--- config.mk ---
export PLATFORM = sky130hd
export DESIGN_NAME = register_file
export DESIGN_NICKNAME = d
export VERILOG_FILES = /design/src/rtl/register_file_pkg.sv /design/src/rtl/register_file_read_port.sv /design/src/rtl/register_file.sv
export SDC_FILE = /design/constraint.sdc
export NUM_CORES = 2
export LEC_CHECK = 0
export CAP_MARGIN = 0
export CORE_ASPECT_RATIO = 1.1
export CORE_MARGIN = 4
export CORE_UTILIZATION = 57
export CTS_CLUSTER_DIAMETER = 200
export CTS_CLUSTER_SIZE = 40
export DETAILED_ROUTE_END_ITERATION = 12
export GPL_TIMING_DRIVEN = 0
export PLACE_DENSITY = 0.74
export SLEW_MARGIN = 20
export SYNTH_ARGS = -nofsm -noshare
export SYNTH_HDL_FRONTEND = slang
export SYNTH_SLANG_ARGS = --single-unit
--- constraint.sdc ---
create_clock -name clk_in -period 3.87 [get_ports clk_in]
set_input_delay 0.774 -clock clk_in [delete_from_list [all_inputs] [get_ports clk_in]]
set_output_delay 0.774 -clock clk_in [all_outputs]
set_load 0.02 [all_outputs]
--- src/rtl/register_file_pkg.sv ---
// Shared sizing constants for the architectural register file and its read ports.
// The ROB tag width must track the 16-entry reorder buffer.
package register_file_pkg;

    localparam int REG_NUM_DEF = 32;
    localparam int XLEN_DEF    = 32;
    localparam int ENTRY_W_DEF = 4;
    localparam int RD_W        = 6;

endpackage

--- src/rtl/register_file_read_port.sv ---
// One combinational operand lookup: stored value/busy/tag, with a same-cycle commit bypass.
// x0 always reads as zero and never busy.
module regfile_read_port
    import register_file_pkg::*;
#(
    parameter int REG_NUM = REG_NUM_DEF,
    parameter int XLEN    = XLEN_DEF,
    parameter int ENTRY_W = ENTRY_W_DEF,
    parameter int IDX_W   = $clog2(REG_NUM)
) (
    input  logic [IDX_W-1:0]                idx_i,
    input  logic [REG_NUM-1:0][XLEN-1:0]    val_i,
    input  logic [REG_NUM-1:0]              busy_i,
    input  logic [REG_NUM-1:0][ENTRY_W-1:0] tag_i,
    input  logic                            commitEn_i,
    input  logic [ENTRY_W-1:0]              commitEntry_i,
    input  logic [XLEN-1:0]                 commitResult_i,
    output logic [XLEN-1:0]                 val_o,
    output logic                            busy_o,
    output logic [ENTRY_W-1:0]              tag_o
);

    always_comb begin
        val_o  = '0;
        busy_o = 1'b0;
        tag_o  = '0;
        if (idx_i != '0) begin
            val_o  = val_i[idx_i];
            busy_o = busy_i[idx_i];
            tag_o  = tag_i[idx_i];
            // The producer is retiring right now, so hand its result straight to the consumer.
            if (commitEn_i && busy_i[idx_i] && (tag_i[idx_i] == commitEntry_i)) begin
                val_o  = commitResult_i;
                busy_o = 1'b0;
            end
        end
    end

endmodule

--- src/rtl/register_file.sv ---
// Architectural register file with per-register ROB rename tags for the Tomasulo core.
// Issue renames rd, ROB commit retires results, roll_back clears every pending rename.
module register_file
    import register_file_pkg::*;
#(
    parameter int REG_NUM = REG_NUM_DEF,
    parameter int XLEN    = XLEN_DEF,
    parameter int ENTRY_W = ENTRY_W_DEF,
    parameter int IDX_W   = $clog2(REG_NUM)
) (
    input  logic               clk_in,
    input  logic               rst_n_in,
    input  logic               rdy_in,
    input  logic               roll_back,
    input  logic               issue_valid,
    input  logic [RD_W-1:0]    issue_rd,
    input  logic [ENTRY_W-1:0] issue_entry,
    input  logic [IDX_W-1:0]   rs1_idx,
    input  logic [IDX_W-1:0]   rs2_idx,
    output logic [XLEN-1:0]    rs1_val,
    output logic [XLEN-1:0]    rs2_val,
    output logic               rs1_busy,
    output logic               rs2_busy,
    output logic [ENTRY_W-1:0] rs1_tag,
    output logic [ENTRY_W-1:0] rs2_tag,
    input  logic               rob_commit,
    input  logic [RD_W-1:0]    rob_des_commit,
    input  logic [ENTRY_W-1:0] rob_entry_commit,
    input  logic [XLEN-1:0]    rob_result_out
);

    logic [REG_NUM-1:0][XLEN-1:0]    val_q, val_d;
    logic [REG_NUM-1:0]              busy_q, busy_d;
    logic [REG_NUM-1:0][ENTRY_W-1:0] tag_q, tag_d;

    logic [IDX_W-1:0] issueRd;
    logic [IDX_W-1:0] commitRd;
    logic             commitEn;
    logic             issueEn;
    logic             unusedRdBits;

    // Register indices arrive 6 bits wide; only the low bits address the file.
    assign issueRd      = issue_rd[IDX_W-1:0];
    assign commitRd     = rob_des_commit[IDX_W-1:0];
    assign unusedRdBits = issue_rd[RD_W-1] ^ rob_des_commit[RD_W-1];

    assign commitEn = rob_commit && rdy_in;
    assign issueEn  = issue_valid && rdy_in && !roll_back && (issueRd != '0);

    always_comb begin
        val_d  = val_q;
        busy_d = busy_q;
        tag_d  = tag_q;
        if (commitEn && (commitRd != '0)) begin
            val_d[commitRd] = rob_result_out;
            // Only the newest renamer of rd may clear busy; an older commit leaves it pending.
            if (tag_q[commitRd] == rob_entry_commit) begin
                busy_d[commitRd] = 1'b0;
            end
        end
        if (rdy_in && roll_back) begin
            for (int i = 0; i < REG_NUM; i++) begin
                busy_d[i] = 1'b0;
            end
        end else if (issueEn) begin
            busy_d[issueRd] = 1'b1;
            tag_d[issueRd]  = issue_entry;
        end
    end

    always_ff @(posedge clk_in or negedge rst_n_in) begin
        if (!rst_n_in) begin
            val_q  <= '0;
            busy_q <= '0;
            tag_q  <= '0;
        end else begin
            val_q  <= val_d;
            busy_q <= busy_d;
            tag_q  <= tag_d;
        end
    end

    regfile_read_port #(
        .REG_NUM (REG_NUM),
        .XLEN    (XLEN),
        .ENTRY_W (ENTRY_W),
        .IDX_W   (IDX_W)
    ) u_rs1_port (
        .idx_i          (rs1_idx),
        .val_i          (val_q),
        .busy_i         (busy_q),
        .tag_i          (tag_q),
        .commitEn_i     (commitEn),
        .commitEntry_i  (rob_entry_commit),
        .commitResult_i (rob_result_out),
        .val_o          (rs1_val),
        .busy_o         (rs1_busy),
        .tag_o          (rs1_tag)
    );

    regfile_read_port #(
        .REG_NUM (REG_NUM),
        .XLEN    (XLEN),
        .ENTRY_W (ENTRY_W),
        .IDX_W   (IDX_W)
    ) u_rs2_port (
        .idx_i          (rs2_idx),
        .val_i          (val_q),
        .busy_i         (busy_q),
        .tag_i          (tag_q),
        .commitEn_i     (commitEn),
        .commitEntry_i  (rob_entry_commit),
        .commitResult_i (rob_result_out),
        .val_o          (rs2_val),
        .busy_o         (rs2_busy),
        .tag_o          (rs2_tag)
    );

endmodule

======== Word-level counts from Yosys, hierarchy flattened ========
Cells that the tools add are included.
word-level totals
  flip-flop bits (word level) ............. 1184
  output and inout port bits .............. 74
cells by class
  $lt $le $gt $ge ......................... 6
  eq/ne operators ......................... 3
  multiplexer cells ....................... 38
  bitwise logic cells ..................... 4
  reduce and logical (&&, ||, !) cells .... 18
operators with widths
  kind                                                                                  number
  1024-bit bitwise mux                                                                  1
  32-bit two-way mux                                                                    11
  32-bit binary-select mux with 5-bit select                                            2
  32-bit demux with 5-bit select                                                        1
  128-bit bitwise mux                                                                   1
  4-bit binary-select mux with 5-bit select                                             3
  32-bit AND                                                                            1
  32-bit inverter                                                                       1
  32-bit bitwise OR                                                                     1
  5-bit by 6-bit < comparator with 1-bit output (second input constant)                 4
  4-bit two-way mux                                                                     6
  4-bit demux with 5-bit select                                                         1
  5-bit nonzero test                                                                    4
  4-bit equality test                                                                   3
  1-bit logical AND                                                                     12
  1-bit binary-select mux with 5-bit select                                             2
  1-bit demux with 5-bit select                                                         2
  5-bit by 1-bit greater-or-equal comparator with 1-bit output (second input constant)  2
  1-bit two-way mux                                                                     8
  2-bit AND reduction                                                                   1
  1-bit zero test                                                                       1
  1-bit inverter                                                                        1

======== Logic depth before layout (Yosys ltp) ========
  word-level depth ........................ 11
  depth in mapped cells ................... 12
  depth with buffers taken out ............ 7

======== By module ========
Synthesis repeated with hierarchy kept, for this count alone.
unflattened totals
  cells, all modules ...................... 4211
  area total of the unflattened synthesis .. 65718.0 um^2
modules (own cells, without submodules)
  module             times used  cells each  area each (um^2)  seq. area each (um^2)
  register_file      1           2893        45738.9           29628.4
  regfile_read_port  2           659         9989.6            0.0

======== Worst setup path before layout ========
No wires, ideal clock.
  kind .................................... input to output
  start ................................... in rs1_idx[0]
  end ..................................... out rs1_val[10]
  data arrival time ....................... 3.228 ns
  path slack .............................. -0.132 ns
  cell stages on the path ................. 9
  path buffers ............................ 2
  path through ............................ buf_2 -> mux4_2 -> mux2i_1 -> o21ai_1 -> o21ai_1 -> xnor2_1 -> nor4_4 -> buf_6 -> mux2i_1
on the way
  cells in the longest elaborated chain, start to end .. 6
  elaborated cells between the ends (all ways) .. 12
  those cells by class .................... eq/ne: 1; mux: 8; reduce/logical: 3
ends and longest elaborated chain
  item                                                                                                    line                           RTL
  start, declared                                                                                         register_file.sv:18            input logic [IDX_W-1:0] rs1_idx,
  4-bit binary-select mux with 5-bit select or 1-bit binary-select mux with 5-bit select (tied branches)  register_file_read_port.sv:32  if (commitEn_i && busy_i[idx_i] && (tag_i[idx_i] == commitEntry_i)) begin
  4-bit two-way mux (implied by the code) or 1-bit two-way mux (tied branches)                            register_file_read_port.sv:32
  4-bit equality test or 1-bit logical AND (tied branches)                                                register_file_read_port.sv:32
  1-bit logical AND                                                                                       register_file_read_port.sv:32
  32-bit two-way mux                                                                                      register_file_read_port.sv:32
  32-bit two-way mux (*)                                                                                  register_file_read_port.sv:27  if (idx_i != '0) begin
  end, declared                                                                                           register_file.sv:20            output logic [XLEN-1:0] rs1_val,
Every way passes the cells marked *; elsewhere a longest branch is shown, timed or not. The select of a mux whose other input is x is not followed.

======== Final worst setup path ========
  start ................................... in rs2_idx[2]
  end ..................................... out rs2_val[25]
on the way
  cells in the longest elaborated chain, start to end .. 6
  elaborated cells between the ends (all ways) .. 12
  those cells by class .................... eq/ne: 1; mux: 8; reduce/logical: 3
ends and longest elaborated chain
  item                                                                                                    line                           RTL
  start, declared                                                                                         register_file.sv:19            input logic [IDX_W-1:0] rs2_idx,
  4-bit binary-select mux with 5-bit select or 1-bit binary-select mux with 5-bit select (tied branches)  register_file_read_port.sv:32
  4-bit two-way mux (implied by the code) or 1-bit two-way mux (tied branches)                            register_file_read_port.sv:32
  4-bit equality test or 1-bit logical AND (tied branches)                                                register_file_read_port.sv:32
  1-bit logical AND                                                                                       register_file_read_port.sv:32
  32-bit two-way mux                                                                                      register_file_read_port.sv:32
  32-bit two-way mux (*)                                                                                  register_file_read_port.sv:27
  end, declared                                                                                           register_file.sv:21            output logic [XLEN-1:0] rs2_val,
Marks and branches as above.

==> flow_metrics.tcl <==
set metrics [dict create \
    timing.max_slew.rel_slack_pct 16.0 \
    seq_power_share_pct 55.4 \
    leakagePower_uw 0.0313 \
    core-area_um2 113000 \
    syn_area_per_cell_um2 15.3 \
    netlist-cell-type-count 55 \
    cp_capture_type "output port" \
    min_path_type "register to register" \
    hold_start "val_q[25]$_DFFE_PN0P_" \
    cell_internal_pwr_uw 19200 \
    final_util_pct 63.3 \
    fp-row-count 129 \
    switching_power_share_of_the_total_pct 29.1 \
    setup_slack_ns -0.697 \
    globalRouteMet2Util_pct 55.6 \
    postSynthNetCount 4321 \
    number_of_top_level_pins 142 \
    global_route_usage_sum_pct 36.9 \
    grt_antenna_before_repair 7 \
    gr-usage-met3_pct 10.5 \
    synth.cell_area_um2 65100 \
    cts_tree "yes" \
    cp_slowest_stage_delay_ns 0.53 \
    final-hold-violation-count 0 \
    worstSkewPairLatency_ns 0.70 \
    clkSinkCount 1184 \
    status "finished, violations left" \
    comb_power_share_pct 23.7 \
    grt_first_pass_wirelength_um 314000 \
    grt_overflow_total 0 \
    critPathMaxFanout 10 \
    timing.final.crit_period_ns 4.57 \
    numCtsBuffers 35 \
    grt_util_met1_pct 49.0 \
    seq_area_um2 29600 \
    dpl_hpwl_um 152000 \
    yosys_warnings 0 \
    worstMarginPinSlew_ns 1.26 \
    synth-main-ff-cell "dfrtp_1" \
    multi_input_comb_area_um2 34300 \
    worst_ep_arrival_time_ns 3.79 \
    drt-total-wl_um 219000 \
    ctsHtreeMaxLevel 2 \
    count_of_vias_placed_by_the_detailed_router 44000 \
    slowest_stage_cell_on_the_critical_path "clkbuf_2" \
    period_utilization_post_route_pct 118 \
    starting_density_pct 57.7 \
    timing.critical_path.required_ns 3.10 \
    slew_violations 0 \
    async_flop_share_pct 100 \
    gp_congestion 0.969 \
    grt_setup_unrepaired "yes" \
    final.hold.worst_slack_ns 0.496 \
    post-route-drc-count 0 \
    buffer_ports.inserted 125 \
    yosysSeqAreaShare_pct 45.5 \
    failed_checks "negative setup slack" \
    nFillCells 8345 \
    grt_start_max_net_pins 144 \
    dr.pass1.iters 6 \
    holdPathStages 1 \
    cp_cell_sequence "buf_4 > buf_2 > buf_2 > clkbuf_2 > clkbuf_2 > mux4_2 > nor2_1 > or3_1 > mux2i_4 > buf_6" \
    drive_gt1_share_pct 53.0 \
    ff2ff_path_depth 8 \
    finalSetupViolCount 107 \
    rrSetupSlack_ns 0.69 \
    power_per_cell_area_nw_per_um2 378 \
    area_growth_pct 9.80 \
    critical_path.reg2reg.endpoint "busy_q[31]$_DFF_PN0_" \
    layer_with_the_highest_usage_after_global_routing "met2" \
    vdd_ir_drop_max_v 0.000317 \
    die-area_um2 120000 \
    routedWlPerCell_um 36.6 \
    critPathKind "input pin to output port" \
    clkTransAtPathRegs_ns 0.14 \
    vias_cell 7.35 \
    fin_nets 4540 \
    fmaxAchievable_mhz 219 \
    rr_startpoint "tag_q[30]$_DFFE_PN0P_" \
    postSynthCellCount 4253 \
    netSwitchingPower_uw 7860 \
    worst_setup_path_start_kind "input pin" \
    layout.cells.most_common_list "dfrtp_1 (1,183), mux2_2 (1,132), mux4_2 (739)" \
    first_global_vias 44600 \
    clock-root-buffer "clkbuf_16" \
    drt_iter0_markers 5971 \
    die_width_um 330 \
    design_power_total_uw 27000 \
    totalNegativeSetupSlack_ns -38.89 \
    hold-path-endpoint "val_q[25]$_DFFE_PN0P_" \
    mostFrequentLayoutCell "dfrtp_1" \
    timing.max_cap.violations 0 \
    count_of_flip_flops_with_a_built_in_enable_after_synthesis 0 \
    pwr-share-clk_pct 20.9 \
    clock_path_buffers 3 \
    die_height_um 363 \
    ys_seq_elements 1184 \
    final_antenna_net_count 0 \
    finClkSkew_ns 0.0182 \
]
synthesized netlist by cell type (2+ instances only):
cell / n / area (um^2)
dfrtp_1: 1184 / 29600
mux2_2: 1132 / 12700
mux4_2: 739 / 16600
clkbuf_1: 279 / 1050
nor2_1: 189 / 709
nand2_1: 138 / 518
buf_2: 125 / 626
mux2i_1: 88 / 881
or3_1: 66 / 413
buf_1: 55 / 206
a21oi_1: 36 / 180
a22oi_1: 32 / 240
nor3_1: 19 / 95.1
a31oi_1: 18 / 113
inv_1: 17 / 63.8
nand3_1: 14 / 70.1
o22ai_1: 10 / 62.6
nor2b_1: 9 / 56.3
nand2b_1: 8 / 50.1
buf_6: 7 / 78.8
xnor2_1: 7 / 61.3
buf_4: 6 / 45.0
nor3b_1: 6 / 45.0
nand3b_1: 5 / 37.5
o21ai_0: 5 / 25.0
and3_1: 4 / 25.0
and3b_1: 4 / 35.0
o31ai_1: 4 / 30.0
or4_1: 4 / 30.0
and2_1: 3 / 18.8
inv_2: 3 / 11.3
nand4_1: 3 / 18.8
nor4_1: 3 / 18.8
nor4b_2: 3 / 45.0
or2_2: 3 / 18.8
a211oi_1: 2 / 15.0
a311oi_1: 2 / 17.5
nand4b_1: 2 / 17.5
o21ai_1: 2 / 10.0
o221ai_1: 2 / 17.5
sequential cells by signal, summed over array words and instances, names as in the netlist:
name    flops
val_q    1024
tag_q     128
busy_q     32
per-stage QoR:
stage / instance area [um^2] / std cells / setup WS [ns]
6_report: 71500 / 5985 / -0.697
5_1_grt: 71500 / 5982 / -0.729
4_1_cts: 71200 / 5965 / -0.622
3_5_place_dp: 69000 / 5899 / -2.49
3_3_place_gp: 68600 / 5884 / -52.00
2_1_floorplan: 65500 / 4253 / -0.0717
worst max path at each step:
stage,start,end,slack (ns),cells after the start
after floorplan,rs2_idx[0],rs2_val[10],-0.07,11
after global placement,rst_n_in,val_q[1010]$_DFFE_PN0P_,-52.00,1
after detailed placement,rs1_idx[2],rs1_val[10],-2.49,10
after CTS,tag_q[35]$_DFFE_PN0P_,rs2_val[20],-0.62,10
after global routing,tag_q[54]$_DFFE_PN0P_,rs2_val[20],-0.73,10
final,rs2_idx[2],rs2_val[25],-0.70,10
cells by family after synthesis:
group           count (synthesis)  synth area share [%]
flops                        1184                  45.5
compound gates                123                  1.24
buf+inv                       492                  3.19
mux                          1960                  46.5
simple gates                  486                  3.49
xor+xnor                        8                 0.108
power groups by stage:
stage / Combinational (uW) / Sequential (uW) / Clock (uW)
global route: 6740 / 15100 / 6050
detailed placement: 6170 / 15200 / 0
CTS: 6320 / 14900 / 5660
finish: 6410 / 15000 / 5640
global placement: 5950 / 15100 / 0
floorplan: 4390 / 14800 / 0
final cells by class:
cell class,instances,share of cell area (%)
Clock inverter,3,0.0577
Buffer,470,3.73
Timing Repair Buffer,184,2.86
Inverter,20,0.112
Multi-Input combinational cell,2577,47.9
Antenna cell,5,0.0175
Tap cell,1506,2.63
Sequential cell,1184,41.4
Clock buffer,36,1.26
repair_timing:
item / in CTS / in global routing
endpoints found under the hold margin: 52 / 0
pin swaps: 5 / 7
resized for setup: 735 / 38
buffers inserted: 27 / 14
cloned: 1 / 1
hold buffers: 1 / 0
setup endpoints to repair: 74 / 74
critical path, delay by kind of cell:
| kind | cells | cell delay, ns |
|---|---|---|
| buf+inv | 6 | 2.00 |
| mux | 2 | 0.52 |
| simple gates | 2 | 0.47 |
metal layers:
metal | wire (um) | up-vias
li1 | - | 16800
met1 | 80000 | 23600
met2 | 100000 | 2885
met3 | 24400 | 764
met4 | 14400 | 6
met5 | 138 | -
Note: power is estimated with default switching activity, not from simulation.
